===== config.mk =====
export PLATFORM = sky130hd
export DESIGN_NAME = pc_fetch_unit_flat
export DESIGN_NICKNAME = d
export VERILOG_FILES = /design/src/rtl/pc_fetch_unit_if.sv /design/src/rtl/pc_fetch_unit.sv /design/src/flat_wrapper.sv
export SDC_FILE = /design/constraint.sdc
export NUM_CORES = 1
export LEC_CHECK = 0
export ABC_AREA = 1
export BUFFER_PORTS_ARGS = -buffer_cell sky130_fd_sc_hd__buf_2
export CORE_MARGIN = 10
export CORE_UTILIZATION = 40
export DETAILED_ROUTE_END_ITERATION = 8
export PLACE_DENSITY = 0.71
export SETUP_SLACK_MARGIN = 0.4
export SLEW_MARGIN = 20
export SYNTH_ARGS = -nofsm -noshare
export SYNTH_HDL_FRONTEND = slang
export SYNTH_SLANG_ARGS = --single-unit

===== constraint.sdc =====
create_clock -name clk -period 2.3 [get_ports clk]
set_clock_uncertainty 0.2 [all_clocks]
set_input_delay 0.23 -clock clk [delete_from_list [all_inputs] [get_ports clk]]
set_output_delay 0.23 -clock clk [all_outputs]
set_load 0.01 [all_outputs]

===== src/rtl/pc_fetch_unit_if.sv =====
// Instruction-memory fetch port: ready-handshaked request with a
// combinational address and returned instruction word.
interface pc_fetch_unit_if #(
   parameter int ADDR_W = 32
);
   logic              imem_req;
   logic [ADDR_W-1:0] imem_addr;
   logic [31:0]       imem_rdata;
   logic              imem_ready;

   modport master (output imem_req, output imem_addr,
                   input  imem_rdata, input imem_ready);
   modport slave  (input  imem_req, input  imem_addr,
                   output imem_rdata, output imem_ready);
endinterface


===== src/rtl/pc_fetch_unit.sv =====
// IF stage: PC register, next-PC select, imem fetch handshake and IF/ID
// register, with a DRAIN state so a redirect never abandons an outstanding fetch.
module pc_fetch_unit #(
   parameter logic [31:0] RESET_PC = 32'h0000_0000,
   parameter int          ADDR_W   = 32
) (
   input  logic              clk,
   input  logic              rst_n,
   input  logic [1:0]        pc_src,
   input  logic              id_flush,
   input  logic [ADDR_W-1:0] branch_target,
   input  logic [ADDR_W-1:0] jump_target,
   input  logic [ADDR_W-1:0] jr_target,
   input  logic              stall,
   pc_fetch_unit_if.master   imem,
   output logic [ADDR_W-1:0] pc,
   output logic [31:0]       if_id_instr,
   output logic [ADDR_W-1:0] if_id_pc4,
   output logic              if_id_valid
);

   typedef enum logic {RUN, DRAIN} state_t;

   state_t            state_q, state_d;
   logic [ADDR_W-1:0] pc_q, pc_d;
   logic [ADDR_W-1:0] pend_target_q, pend_target_d;
   logic              req_q, req_d;
   logic [31:0]       instr_q, instr_d;
   logic [ADDR_W-1:0] pc4_q, pc4_d;
   logic              valid_q, valid_d;

   logic              done;
   logic              redirect;
   logic [ADDR_W-1:0] target;
   logic [ADDR_W-1:0] pc_plus4;

   assign done      = req_q & imem.imem_ready;
   assign redirect  = (pc_src != 2'd0);
   assign pc_plus4  = pc_q + ADDR_W'(4);

   // Targets are word-aligned by construction; low bits are dropped here.
   always_comb begin
      target = pc_plus4;
      case (pc_src)
         2'd1:    target = {branch_target[ADDR_W-1:2], 2'b00};
         2'd2:    target = {jump_target[ADDR_W-1:2], 2'b00};
         2'd3:    target = {jr_target[ADDR_W-1:2], 2'b00};
         default: target = pc_plus4;
      endcase
   end

   always_comb begin
      state_d       = state_q;
      pc_d          = pc_q;
      pend_target_d = pend_target_q;
      req_d         = 1'b1;
      case (state_q)
         RUN: begin
            if (redirect) begin
               if (done) begin
                  pc_d = target;
               end else begin
                  pend_target_d = target;
                  state_d       = DRAIN;
               end
            end else if (!stall && done) begin
               pc_d = pc_plus4;
            end
         end
         DRAIN: begin
            // Latest redirect wins, even on the cycle the drain completes.
            if (redirect) pend_target_d = target;
            if (done) begin
               pc_d    = redirect ? target : pend_target_q;
               state_d = RUN;
            end
         end
         default: state_d = RUN;
      endcase
   end

   always_comb begin
      instr_d = instr_q;
      pc4_d   = pc4_q;
      valid_d = valid_q;
      if (id_flush) begin
         instr_d = 32'h0;
         pc4_d   = '0;
         valid_d = 1'b0;
      end else if (stall) begin
         // hold IF/ID
      end else if (state_q == RUN && !redirect && done) begin
         instr_d = imem.imem_rdata;
         pc4_d   = pc_plus4;
         valid_d = 1'b1;
      end else begin
         valid_d = 1'b0;
      end
   end

   always_ff @(posedge clk or negedge rst_n) begin
      if (!rst_n) begin
         state_q       <= RUN;
         pc_q          <= RESET_PC[ADDR_W-1:0];
         pend_target_q <= '0;
         req_q         <= 1'b0;
         instr_q       <= 32'h0;
         pc4_q         <= '0;
         valid_q       <= 1'b0;
      end else begin
         state_q       <= state_d;
         pc_q          <= pc_d;
         pend_target_q <= pend_target_d;
         req_q         <= req_d;
         instr_q       <= instr_d;
         pc4_q         <= pc4_d;
         valid_q       <= valid_d;
      end
   end

   assign imem.imem_req  = req_q;
   assign imem.imem_addr = pc_q;
   assign pc             = pc_q;
   assign if_id_instr    = instr_q;
   assign if_id_pc4      = pc4_q;
   assign if_id_valid    = valid_q;

endmodule


===== src/flat_wrapper.sv =====
// flat-port wrapper written by rule: the top's interface ports become plain ports
module pc_fetch_unit_flat 
#(
   parameter logic [31:0] RESET_PC = 32'h0000_0000,
   parameter int          ADDR_W   = 32
)
  (clk, rst_n, pc_src, id_flush, branch_target, jump_target, jr_target, stall, pc, if_id_instr, if_id_pc4, if_id_valid, imem_imem_req, imem_imem_addr, imem_imem_rdata, imem_imem_ready);
  pc_fetch_unit_if #(.ADDR_W(ADDR_W)) imem_i ();
  input  logic clk;
  input  logic rst_n;
  input  logic [1:0] pc_src;
  input  logic id_flush;
  input  logic [ADDR_W-1:0] branch_target;
  input  logic [ADDR_W-1:0] jump_target;
  input  logic [ADDR_W-1:0] jr_target;
  input  logic stall;
  output logic [ADDR_W-1:0] pc;
  output logic [31:0] if_id_instr;
  output logic [ADDR_W-1:0] if_id_pc4;
  output logic if_id_valid;
  output wire logic [$bits(imem_i.imem_req)-1:0] imem_imem_req;
  output wire logic [$bits(imem_i.imem_addr)-1:0] imem_imem_addr;
  input wire logic [$bits(imem_i.imem_rdata)-1:0] imem_imem_rdata;
  input wire logic [$bits(imem_i.imem_ready)-1:0] imem_imem_ready;
  assign imem_imem_req = imem_i.imem_req;
  assign imem_imem_addr = imem_i.imem_addr;
  assign imem_i.imem_rdata = imem_imem_rdata;
  assign imem_i.imem_ready = imem_imem_ready;
  pc_fetch_unit #(.RESET_PC(RESET_PC), .ADDR_W(ADDR_W)) u_core (.clk(clk), .rst_n(rst_n), .pc_src(pc_src), .id_flush(id_flush), .branch_target(branch_target), .jump_target(jump_target), .jr_target(jr_target), .stall(stall), .imem(imem_i), .pc(pc), .if_id_instr(if_id_instr), .if_id_pc4(if_id_pc4), .if_id_valid(if_id_valid));
endmodule

# After elaboration in Yosys (flattened, before gate mapping)
# Index checks and enable logic that the tools add are counted.
[word_totals]
output_inout_bits = 130
reg_bits = 131
[op_classes]
muxes = 22
addsub = 1
n_eq_ne = 9
reduce_logical = 10
bitwise_logic = 2
[op_table]
columns = ["operator", "count"]
rows = [
  ["$mux W32", 13],
  ["$pmux W32 S2", 2],
  ["$pmux W32 S3", 1],
  ["$add A32 B3 Y32 const B", 1],
  ["$ne A2 B2 Y1 const B", 3],
  ["$mux W1", 5],
  ["$eq A2 B2 Y1 const B", 2],
  ["$reduce_and A2 Y1", 2],
  ["$reduce_bool A2 Y1", 2],
  ["$logic_and A1 B1 Y1", 3],
  ["$ne A3 B1 Y1 const B", 1],
  ["$ne A3 B2 Y1 const B", 1],
  ["$reduce_and A3 Y1", 1],
  ["$eq A2 B1 Y1 const B", 1],
  ["$logic_not A1 Y1", 2],
  ["$ne A2 B1 Y1 const B", 1],
  ["$pmux W1 S2", 1],
  ["$and A1 B1 Y1", 1],
  ["$not A1 Y1", 1],
]

# Longest topological paths before layout
# Gate-level depths: netlist of run 1.
[depth]
word_depth = 7
depth_mapped = 12

# Worst setup path before layout of run 1
# OpenSTA, ideal clock, no wires.
[synth_path]
path_type = "reg-to-reg"
startpoint = "reg u_core.pc_q[3] (netlist: u_core.imem.imem_addr[3])"
endpoint = "reg u_core.pc_q[28] (netlist: u_core.imem.imem_addr[28])"
path_stages_with_launch = 11
path_slack_ns = 0.488
path_buffers = 0
arrival_ns = 1.496
period_less_slack_ns = 1.812
setup_ns = 0.116
t_required_ns = 1.984
cell_sequence = "dfrtp_1 ha_1 nand2_2 nor2_4 nand2_1 nor2_1 nand3_1 nand3_1 nand2_1 nand2_1 nand2_1"
[synth_between]
elab_chain_len = 5
elab_cells_between_ends = 8
[synth_rtl]
columns = ["item", "line", "rtl"]
rows = [
  ["start: declaration", "pc_fetch_unit.sv:25", "logic [ADDR_W-1:0] pc_q, pc_d;"],
  ["start signal: assignment", "pc_fetch_unit.sv:104", "pc_q <= RESET_PC[ADDR_W-1:0];"],
  ["start signal: assignment", "pc_fetch_unit.sv:112", "pc_q <= pc_d;"],
  ["$add A32 B3 Y32 *", "pc_fetch_unit.sv:39", "assign pc_plus4 = pc_q + ADDR_W'(4);"],
  ["$pmux W32 S3", "pc_fetch_unit.sv:44", "case (pc_src)"],
  ["$mux W32 (on tied branches)", "-", ""],
  ["$mux W32 (on tied branches)", "pc_fetch_unit.sv:73, pc_fetch_unit.sv:59", ""],
  ["$pmux W32 S2 *", "pc_fetch_unit.sv:57", "case (state_q)"],
]
# Mark *: on every way between the ends. The rest lies on a longest branch, timed or not. The select of a mux whose other input is x is not followed.
# A chain may end at the register's enable or synchronous reset.

# Worst setup path in the final report of run 1
[layout_path]
startpoint = "reg u_core.pc_q[3] (netlist: u_core.imem.imem_addr[3])"
endpoint = "reg u_core.pc_q[4] (netlist: u_core.imem.imem_addr[4])"
# The elaborated chain is that of the path after synthesis.

==> results of run 1 <==
## worst min-delay path, delay by kind of cell
family	cells	cell delay, ns
compound gates	1	0.04
buf+inv	1	0.07
simple gates	5	0.26
## per-layer routing
| metal | share of wire, % | wire, um | vias to the layer above |
|---|---|---|---|
| li1 | - | - | 3510 |
| met1 | 44 | 10900 | 3319 |
| met2 | 46 | 11200 | 298 |
| met3 | 7.6 | 1860 | 42 |
| met4 | 1.9 | 459 | 0 |
| met5 | 0 | 0 | - |
## through the flow
stage	utilization (%)	total power, mW
after global placement	48.2	3.98
final	57.8	6.86
after global routing	57.8	7.20
after floorplan	-	3.48
after CTS	55.0	6.67
after detailed placement	48.3	4.00
## cell usage after synthesis
cell type	count
inv_2	2
o211ai_1	1
nand4_1	4
a21oi_1	28
ha_1	1
nand3_2	1
a31oi_1	6
buf_4	36
o21bai_1	2
xnor2_1	4
nand2_2	7
nor2_2	6
nand2_4	1
nor2_1	49
buf_2	19
clkbuf_1	11
nor2_8	1
xor2_1	9
conb_1	1
nand3_1	52
dfrtp_1	131
o21ai_0	9
o21ai_1	2
a22oi_1	2
inv_4	1
nand2_1	413
inv_1	35
buf_6	4
nor2_4	5
a22o_1	50
## power breakdown
part           leakage, nW  internal [mW]  switching, mW  total (mW)
Clock                0.272           1.43           1.13        2.56
Sequential            1.70           2.51          0.222        2.73
Combinational         3.44          0.685          0.887        1.57
## how the worst max path moves through the flow
| stage | start | end | slack, ns |
|---|---|---|---|
| after global placement | pc_src[1] | u_core.if_id_pc4[26] | -0.05 |
| after floorplan | u_core.imem.imem_addr[3] | u_core.imem.imem_addr[28] | 0.49 |
| final | u_core.imem.imem_addr[3] | u_core.imem.imem_addr[4] | 0.45 |
| after CTS | u_core.imem.imem_addr[10] | u_core.pend_target_q[13] | 0.36 |
| after global routing | u_core.imem.imem_addr[9] | u_core.pend_target_q[29] | 0.33 |
| after detailed placement | u_core.imem.imem_addr[3] | u_core.pend_target_q[14] | 0.22 |
## cell type report
cell class	instances	area share (%)
Antenna cell	2	0.0506
Multi-Input combinational cell	655	32.2
Timing Repair Buffer	376	24.2
Clock inverter	15	1.38
Clock buffer	17	4.30
Inverter	38	1.53
Sequential cell	131	33.4
Tap cell	225	2.85
## registers in the layout, summed over array words and instances (netlist names)
name / count
u_core.if_id_instr: 32
u_core.if_id_pc4: 32
u_core.if_id_valid: 1
u_core.imem.imem_addr: 32
u_core.imem.imem_req: 1
u_core.pend_target_q: 32
u_core.state_q: 1
## timing repair
action,4_1_cts,5_1_grt
setup endpoints to repair,58,88
hold buffers,50,0
pin swaps,3,12
buffers inserted,6,40
gates cloned,1,0
endpoints found under the hold margin,181,0
gates resized for setup,13,48
## logic make-up after synthesis
family / synth area share, %
xor+xnor: 1.65
flops: 47.4
compound gates: 10.2
other cells: 0.0543
fa+ha+maj: 0.181
buf+inv: 8.64
simple gates: 31.8
==> impl_results.md, run 1 <==
* DRC violations left at 0
* Die Height at 151 um
* Met1 track demand over resource at 27.9%
* Commonest non-fill, non-tap cells in the layout: 410 x nand2_1, 257 x buf_2, 107 x dfrtp_1
* Cell count along the critical path at 7
* Multi-input gate area at 0.00319 mm2
* Worst min path class: in -> reg
* Syn_area_per_cell at 7.74 um2
* Die footprint at 0.0229 mm2
* Final hold violation count at 0
* Maximum VDD drop at 456 uV
* Pin count of the biggest net entering global routing at 46
* ANT nets after route at 0
* CTS sink count at 131
* CP Capture Type: flip-flop
* Count of state elements after synthesis at 131
* Family with the most delay on the worst path: flip-flops
* Final worst slack at 0.454 ns
* Vias/cell at 4.91
* Least-Margin Pin Slew at 0.555 ns
* CTS clk-pin slew, worst paths at 0.06 ns
* Initial antenna violation count at 2
* Total length of routed wires at 24.4 mm
* Final hold slack at 0.0212 ns
* GRT overflow at 0
* Ratio of cells with drive above 1 in the final layout at 35.1%
* Clk_lat worst skew at 0.42 ns
* Area of placed instances at 0.00826 mm2
* Clk Tree Root Cell: clkbuf_16
* Post-synthesis sequential area ratio at 47.4%
* Grt met2 use at 32.0%
* Tmin final at 1.85 ns
* Inserted Clock Buffers at 17
* Via count at 7169
* First-pass GRT wire length at 37.3 mm
* Drt first-iter violations at 595
* Die span in x at 151 um
* Flop-to-flop setup slack at 0.45 ns
* RSZ-0062 raised after global routing: yes
* Critical path class: reg -> reg
* Drt pass-1 iters at 5
* Initial Util at 40.4%
* Hold_sp: branch_target[25]
* P_leak at 5.41 nW
* Gate count of the mapped netlist at 893
* CP cell instances: ha_4 > xnor2_1 > nor2_1 > a21oi_1 > nand4_1 > nand2_1 > nand2_1
* Net Count, Synth at 1029
* Placed wire-length estimate at 17.6 mm
* Yosys top cell area share at 47.4%
* Final Cycle Share at 80.3%
* NumNets Final at 1355
* R2R cell count at 7
* Critical R2R Launch: u_core.imem.imem_addr[3]
* Core area at 0.0171 mm2
* Area delta synth->final at 43.1%
* Synth cell types at 30
* Register area at 0.00331 mm2
* FP Rows at 48
* Post-route cell area at 0.00989 mm2
* Most Frequent Cell on Critical Path: nand2_1
* Busiest grt layer: met2
* Most common cell after layout, fill and taps aside: nand2_1
* Inst Count DP at 1328
* Gr usage total at 20.6%
* R2r endpoint: u_core.imem.imem_addr[4]
* Hold endpoint: u_core.imem.imem_addr[25]
* DR WL/cell at 16.7 um
* Vias in the first global route at 7036
* Post-Synthesis Cell Area at 0.00691 mm2
* Final Non-Filler Cells at 1459
* Grt met3 use at 4.28%
* Max Cap Viol at 0
* Ys Warns at 0
* Port Buffers at 258
* GPL Wtd Cong at 0.848
* Dpl ws at 0.217 ns
* CTS tree: built
* Max stage delay cell, worst path: dfrtp_2
* Fmax at 542 MHz
* Slew headroom at 62.9%
* Max Transition Viols Final at 0
* Status: finished, final reports clean
* Worst hold stages at 7
* H-tree lvl count at 4
* Largest cells by area after synthesis: dfrtp_1 47%, nand2_1 22%, a22o_1 6.3%, buf_4 3.9%, nand3_1 3.8%
* Clock Path Buffers at 2
* Synth area leader: dfrtp_1
* Fillers at 1468
* Setup-failing EPs final at 0
* Setup_tns at 0 ns
* Slowest stage delay, CP at 0.46 ns
* WP data required at 2.42 ns
* P per Cell Area at 693 mW/mm2
* I/O pin count at 265
* Crit path launch type: flip-flop
* CP Buf/Inv Count at 0
* Arrival @ worst endpoint at 1.96 ns
* Crit Path Max Fanout at 4
No activity file was read; power rests on OpenSTA's default activity.
==> inputs of run 2 (changes only) <==
Settings changed: ABC_AREA 1 to 0, PLACE_DENSITY 0.71 to 0.73.
Clock period 2.3 ns to 1.55 ns, I/O delays scaled along.
==> impl_results.md, run 2 <==
* Status: complete, but fails checks (was finished, final reports clean)
* Failing checks: hold timing, setup timing
* Total length of routed wires at 40.1 mm (was 24.4 mm)
* Port Buffers at 258 (unchanged)
* GPL Wtd Cong at 0.904 (was 0.848)
* Crit path launch type: flip-flop (unchanged)
* Area delta synth->final at 96.8% (was 43.1%)
* CTS tree: built (unchanged)
* Clock power frac at 34.8% (was 37.3%)
* DRC violations left at 0 (unchanged)
* Drt pass-1 iters at 7 (was 5)
* Setup-failing EPs final at 148 (was 0)
* Combinational power share at 34.3% (was 22.9%)
* CTS sink count at 131 (unchanged)
* Inst Count DP at 1285 (was 1328)
* Clk_lat worst skew at 0.45 ns (was 0.42 ns)
* Clock Path Buffers at 2 (unchanged)
* H-tree lvl count at 4 (unchanged)
* Post-synth EDFFs at 0 (unchanged)
* Die span in x at 156 um (was 151 um)
* First-pass GRT wire length at 49.5 mm (was 37.3 mm)
* Die footprint at 0.0242 mm2 (was 0.0229 mm2)
* CP Capture Type: flip-flop (unchanged)
* Net Switching at 4.28 mW (was 2.24 mW)
* Drt first-iter violations at 1110 (was 595)
* Placed wire-length estimate at 19.7 mm (was 17.6 mm)
* Die Height at 156 um (was 151 um)
* CTS clk-pin slew, worst paths at 0.06 ns (about the same)
* Switching Fraction at 32.3% (was 32.7%)
* Worst min path class: in -> reg (unchanged)
* Initial antenna violation count at 3 (was 2)
* DR WL/cell at 26.9 um (was 16.7 um)
* Synth area leader: dfrtp_1 (unchanged)
* Via count at 9108 (was 7169)
* Fmax at 431 MHz (was 542 MHz)
* Most used DFF post-synth: dfrtp_1 (unchanged)
* Vias/cell at 6.12 (was 4.91)
* Flop-to-flop setup slack at -0.77 ns (was 0.45 ns)
* Sequential Power Share at 30.9% (was 39.8%)
* Final Non-Filler Cells at 1489 (was 1459)
* I/O pin count at 265 (unchanged)
* Max Transition Viols Final at 0 (unchanged)
* Gate count of the mapped netlist at 756 (was 893)
* Ratio of cells with drive above 1 in the final layout at 67.9% (was 35.1%)
* Max Cap Viol at 0 (unchanged)
* P per Cell Area at 915 mW/mm2 (was 693 mW/mm2)
* Final worst slack at -0.768 ns (was 0.454 ns)
* Net Count, Synth at 892 (was 1029)
* Clk Tree Root Cell: clkbuf_16 (unchanged)
* Final Cycle Share at 150% (was 80.3%)
* NumNets Final at 1380 (was 1355)
* Yosys top cell area share at 44.5% (was 47.4%)
* Design Power at 13.2 mW (was 6.86 mW)
* Synth cell types at 68 (was 30)
* Pin count of the biggest net entering global routing at 49 (was 46)
* Most common cell in the synthesized netlist: dfrtp_1 (was nand2_1)
* Vias in the first global route at 8798 (was 7036)
* Tmin final at 2.32 ns (was 1.85 ns)
* Most frequent cells after synthesis: 131 x dfrtp_1, 109 x nand2_1, 76 x a21oi_1 (was 413 x nand2_1, 131 x dfrtp_1, 52 x nand3_1)
* Syn_area_per_cell at 9.74 um2 (was 7.74 um2)
* Gr usage total at 26.0% (was 20.6%)
* P_leak at 6.77 nW (was 5.41 nW)
* Initial Util at 40.8% (was 40.4%)
* RSZ-0062 raised after global routing: yes (unchanged)
* Commonest non-fill, non-tap cells in the layout: 167 x buf_6, 159 x buf_2, 149 x buf_4 (was 410 x nand2_1, 257 x buf_2, 107 x dfrtp_1)
* Cell Int Power at 8.97 mW (was 4.62 mW)
* ANT nets after route at 0 (unchanged)
* WP data required at 1.70 ns (was 2.42 ns)
* Largest cells by area after synthesis: dfrtp_1 45%, nand2_1 5.6%, a21oi_1 5.2%, mux2_2 5.0%, buf_4 4.2% (was dfrtp_1 47%, nand2_1 22%, a22o_1 6.3%, buf_4 3.9%, nand3_1 3.8%)
* Ys Warns at 0 (unchanged)
* Final hold slack at -0.0502 ns (was 0.0212 ns)
* Critical path class: reg -> reg (unchanged)
* Arrival @ worst endpoint at 2.47 ns (was 1.96 ns)
* Maximum VDD drop at 913 uV (was 456 uV)
* Crit Path Max Fanout at 4 (unchanged)
* Post-route cell area at 0.0145 mm2 (was 0.00989 mm2)
* Inserted Clock Buffers at 17 (unchanged)
* Core area at 0.0180 mm2 (was 0.0171 mm2)
* Setup_tns at -63.60 ns (was 0 ns)
* Async SR Flop Fraction at 100% (unchanged)
* Area of placed instances at 0.0100 mm2 (was 0.00826 mm2)
* Final Util at 80.3% (was 57.8%)
* Post-synthesis sequential area ratio at 44.5% (was 47.4%)
* Post-Synthesis Cell Area at 0.00736 mm2 (was 0.00691 mm2)
* Count of state elements after synthesis at 131 (unchanged)
* FP Rows at 49 (was 48)
* GRT overflow at 0 (unchanged)
* Most common cell after layout, fill and taps aside: buf_6 (was nand2_1)
* Final hold violation count at 24 (was 0)
* Cts hold-fix bufs at 38 (was 50)
[run 2: path summary, 6_finish.rpt]
path,startpoint,to,depth (start not counted)
max,u_core.imem.imem_addr[14],u_core.if_id_pc4[15],6
min reg2reg,u_core.pend_target_q[14],u_core.pend_target_q[14],1
min in group asynchronous,rst_n,u_core.imem.imem_addr[13],2
max reg2reg,u_core.imem.imem_addr[14],u_core.if_id_pc4[15],6
min,jr_target[4],u_core.imem.imem_addr[4],4
max in group asynchronous,rst_n,u_core.imem.imem_addr[8],3
[run 2: layout make-up]
class / count / area (um2)
well taps: 229 / 287
fillers: 870 / 3540
flip-flops and latches: 131 / 3300
clock buffers: 18 / 439
repair buffers: 557 / 5150
clock inverters: 13 / 208
inverters: 7 / 26.3
multi-input cells: 530 / 5070
diodes: 4 / 10.0
[run 2: worst max-delay path: stages, from the launching register on]
cell	delay, ns
dfrtp_1	0.50
nand4_1	0.37
buf_4	0.27
nor4_4	0.38
buf_4	0.21
xnor2_1	0.08
a211oi_2	0.22
[run 2: layer usage]
metal / part of all wire, % / vias up / routed length [um] / GRT usage, %
li1: - / 3694 / - / -
met5: 0 / - / 0 / 0
met1: 34 / 4382 / 13500 / 29.4
met4: 8.4 / 0 / 3390 / 15.1
met3: 9.8 / 268 / 3950 / 6.59
met2: 48 / 764 / 19200 / 43.8
[run 2: through the flow]
step | worst slack, ns | hold slack [ns]
2_1_floorplan | -0.548 | -0.341
3_3_place_gp | -0.503 | -0.172
3_5_place_dp | -0.517 | -0.168
4_1_cts | -0.479 | -0.0606
5_1_grt | -0.813 | -0.0310
6_report | -0.768 | -0.0502
[run 2: power groups by stage]
stage / combinational (mW) / clock [mW] / sequential, mW
floorplan: 1.46 / 0 / 4.14
global placement: 2.79 / 0 / 4.02
detailed placement: 2.85 / 0 / 4.03
CTS: 3.82 / 4.50 / 4.01
global route: 4.70 / 4.72 / 4.11
finish: 4.54 / 4.61 / 4.10
[run 2: repair_timing]
item                       CTS  global route
buffers inserted            45            65
setup endpoints to repair  260           260
pin swaps                   82            65
gates resized for setup    251           204
hold endpoints to repair   189            22
gates cloned                17             4
[run 2: logic make-up (layout without fill, tap and decap cells)]
| family | after synthesis | after routing | synth area share [%] |
|---|---|---|---|
| compound gates | 188 | 188 | 18.0 |
| other cells | 1 | 5 | 0.0509 |
| buf+inv | 97 | 595 | 7.55 |
| fa+ha+maj | 1 | 1 | 0.170 |
| xor+xnor | 24 | 24 | 2.86 |
| flops | 131 | 131 | 44.5 |
| simple gates | 254 | 256 | 17.2 |
| mux | 60 | 60 | 9.57 |
==> inputs of run 3 (changes only) <==
Settings changed: ABC_AREA 0 to 1, PLACE_DENSITY 0.73 to 0.74.
==> impl_results.md, run 3 (synthesis gave the netlist of run 1 again) <==
* Gr usage total at 26.8% (was 26.0%)
* RSZ-0062 raised after global routing: yes (unchanged)
* Crit Path Max Fanout at 4 (unchanged)
* Clock Path Buffers at 2 (unchanged)
* Fmax at 482 MHz (was 431 MHz)
* Worst min path class: in -> reg (unchanged)
* Final Util at 78.5% (was 80.3%)
* Final worst slack at -0.523 ns (was -0.768 ns)
* Final Non-Filler Cells at 1636 (was 1489)
* GRT overflow at 0 (unchanged)
* P_leak at 7.00 nW (was 6.77 nW)
* Inserted Clock Buffers at 17 (unchanged)
* Post-route cell area at 0.0134 mm2 (was 0.0145 mm2)
* Inst Count DP at 1405 (was 1285)
* Commonest non-fill, non-tap cells in the layout: 322 x nand2_1, 161 x buf_2, 160 x buf_6 (was 167 x buf_6, 159 x buf_2, 149 x buf_4)
* Setup_tns at -35.85 ns (was -63.60 ns)
* Final hold slack at -0.0708 ns (was -0.0502 ns)
* Cell Int Power at 8.40 mW (was 8.97 mW)
* Area delta synth->final at 94.3% (was 96.8%)
* Initial antenna violation count at 0 (was 3)
* GPL Wtd Cong at 0.956 (was 0.904)
* CTS sink count at 131 (unchanged)
* Critical path class: reg -> reg (unchanged)
* Switching Fraction at 33.3% (was 32.3%)
* Die Height at 151 um (was 156 um)
* Most common cell after layout, fill and taps aside: nand2_1 (was buf_6)
* Vias/cell at 5.75 (was 6.12)
* Max Transition Viols Final at 0 (unchanged)
* Die footprint at 0.0229 mm2 (was 0.0242 mm2)
* FP Rows at 48 (was 49)
* Combinational power share at 33.6% (was 34.3%)
* Placed wire-length estimate at 19.8 mm (was 19.7 mm)
* NumNets Final at 1534 (was 1380)
* Tmin final at 2.07 ns (was 2.32 ns)
* Clk_lat worst skew at 0.44 ns (was 0.45 ns)
* Fillers at 894 (was 870)
* Drt first-iter violations at 1327 (was 1110)
* Die span in x at 151 um (was 156 um)
* I/O pin count at 265 (unchanged)
* Setup-failing EPs final at 141 (was 148)
* First-pass GRT wire length at 47.6 mm (was 49.5 mm)
* DR WL/cell at 24.2 um (was 26.9 um)
* Vias in the first global route at 8760 (was 8798)
* Arrival @ worst endpoint at 2.20 ns (was 2.47 ns)
* Initial Util at 40.4% (was 40.8%)
* Crit path launch type: flip-flop (unchanged)
* Cts hold-fix bufs at 66 (was 38)
* Port Buffers at 258 (unchanged)
* Total length of routed wires at 39.7 mm (was 40.1 mm)
* Clk Tree Root Cell: clkbuf_16 (unchanged)
* Dpl ws at -0.227 ns (was -0.517 ns)
* WP data required at 1.67 ns (was 1.70 ns)
* Sequential Power Share at 32.5% (was 30.9%)
* Via count at 9399 (was 9108)
* Ratio of cells with drive above 1 in the final layout at 52.7% (was 67.9%)
* Core area at 0.0171 mm2 (was 0.0180 mm2)
* Max Cap Viol at 0 (unchanged)
* Final hold violation count at 39 (was 24)
* H-tree lvl count at 4 (unchanged)
* CTS tree: built (unchanged)
* CTS clk-pin slew, worst paths at 0.07 ns (was 0.06 ns)
* Pin count of the biggest net entering global routing at 35 (was 49)
* Maximum VDD drop at 847 uV (was 913 uV)
* Clock power frac at 33.9% (was 34.8%)
* Status: complete, but fails checks (unchanged)
* Drt pass-1 iters at 8 (was 7)
* Net Switching at 4.19 mW (was 4.28 mW)
* DRC violations left at 0 (unchanged)
* CP Capture Type: flip-flop (unchanged)
* Failing checks: hold timing, setup timing (unchanged)
* Final Cycle Share at 134% (was 150%)
* Area of placed instances at 0.00913 mm2 (was 0.0100 mm2)
* ANT nets after route at 0 (unchanged)
* P per Cell Area at 938 mW/mm2 (was 915 mW/mm2)
* Antenna cells at 0 (was 4)
-- run 3: cell types whose count changed in the layout (fill, tap and decap cells not counted), moves of 21 or more --
cell | previous run | this run
dlygate4sd3_1 | 38 | 66
a21oi_2 | 56 | 0
nand2_1 | 59 | 322
mux2i_1 | 22 | 0
inv_1 | 5 | 26
nand2_2 | 18 | 70
nand3_1 | 9 | 37
mux2_4 | 24 | 0
a22o_1 | 14 | 50
a211oi_2 | 21 | 0
-- run 3: power by group through the flow --
stage,combinational [mW],clock [mW],sequential (mW)
final,4.23,4.27,4.09
after global routing,4.40,4.38,4.10
after CTS,3.35,4.13,4.00
after detailed placement,2.46,0,4.03
after global placement,2.43,0,4.02
after floorplan,1.14,0,4.14
-- run 3: final timing paths --
kind | startpoint | end | slack (ns) | cells past startpoint
max | u_core.imem.imem_addr[3] | u_core.pend_target_q[30] | -0.52 | 12
min | branch_target[7] | u_core.pend_target_q[7] | -0.07 | 5
max reg2reg | u_core.imem.imem_addr[3] | u_core.pend_target_q[30] | -0.52 | 12
min reg2reg | u_core.pend_target_q[13] | u_core.pend_target_q[13] | 0.28 | 2
max in group asynchronous | rst_n | u_core.imem.imem_addr[7] | 0.59 | 3
min in group asynchronous | rst_n | u_core.if_id_pc4[23] | -0.04 | 2
-- run 3: worst max-delay path, stage by stage (launching register included) --
cell and delay [ns]:
dfrtp_2 0.45, ha_4 0.19, nand2_4 0.11, nor2_4 0.19, inv_2 0.12, nor2_4 0.18, nand2_1 0.09, nand2_1 0.08
nand2_2 0.07, nand2_2 0.07, nand2_2 0.06, nand2_1 0.08, nand2_1 0.06
-- run 3: timing repair --
item / CTS / global route
pin swaps: 49 / 55
gates resized for setup: 197 / 202
setup buffers: 69 / 47
setup endpoints to repair: 260 / 260
hold endpoints to repair: 207 / 8
cloned: 6 / 11
-- run 3: area by class of cell --
| class | instances | area (um2) | share of cell area (%) |
|---|---|---|---|
| clock buffer | 22 | 484 | 3.61 |
| timing repair inverter | 1 | 8.76 | 0.0652 |
| inverter | 38 | 173 | 1.29 |
| clock inverter | 10 | 121 | 0.904 |
| tap | 225 | 282 | 2.10 |
| multi-input combinational | 654 | 3990 | 29.7 |
| timing repair buffer | 555 | 5060 | 37.7 |
| sequential | 131 | 3310 | 24.7 |
-- run 3: per-stage QoR --
step           power (mW)  hold WS [ns]
5_1_grt              12.9       -0.0612
4_1_cts              11.5       -0.0911
3_3_place_gp         6.45        -0.159
6_report             12.6       -0.0708
2_1_floorplan        5.28        -0.341
3_5_place_dp         6.49        -0.158
-- run 3: routing by layer --
layer,wire length [um],part of all wire [%],GRT usage [%]
met1,13400,34,31.8
met2,18800,47,45.8
met3,4680,12,5.94
met4,2820,7.1,11.0
met5,0,0,0
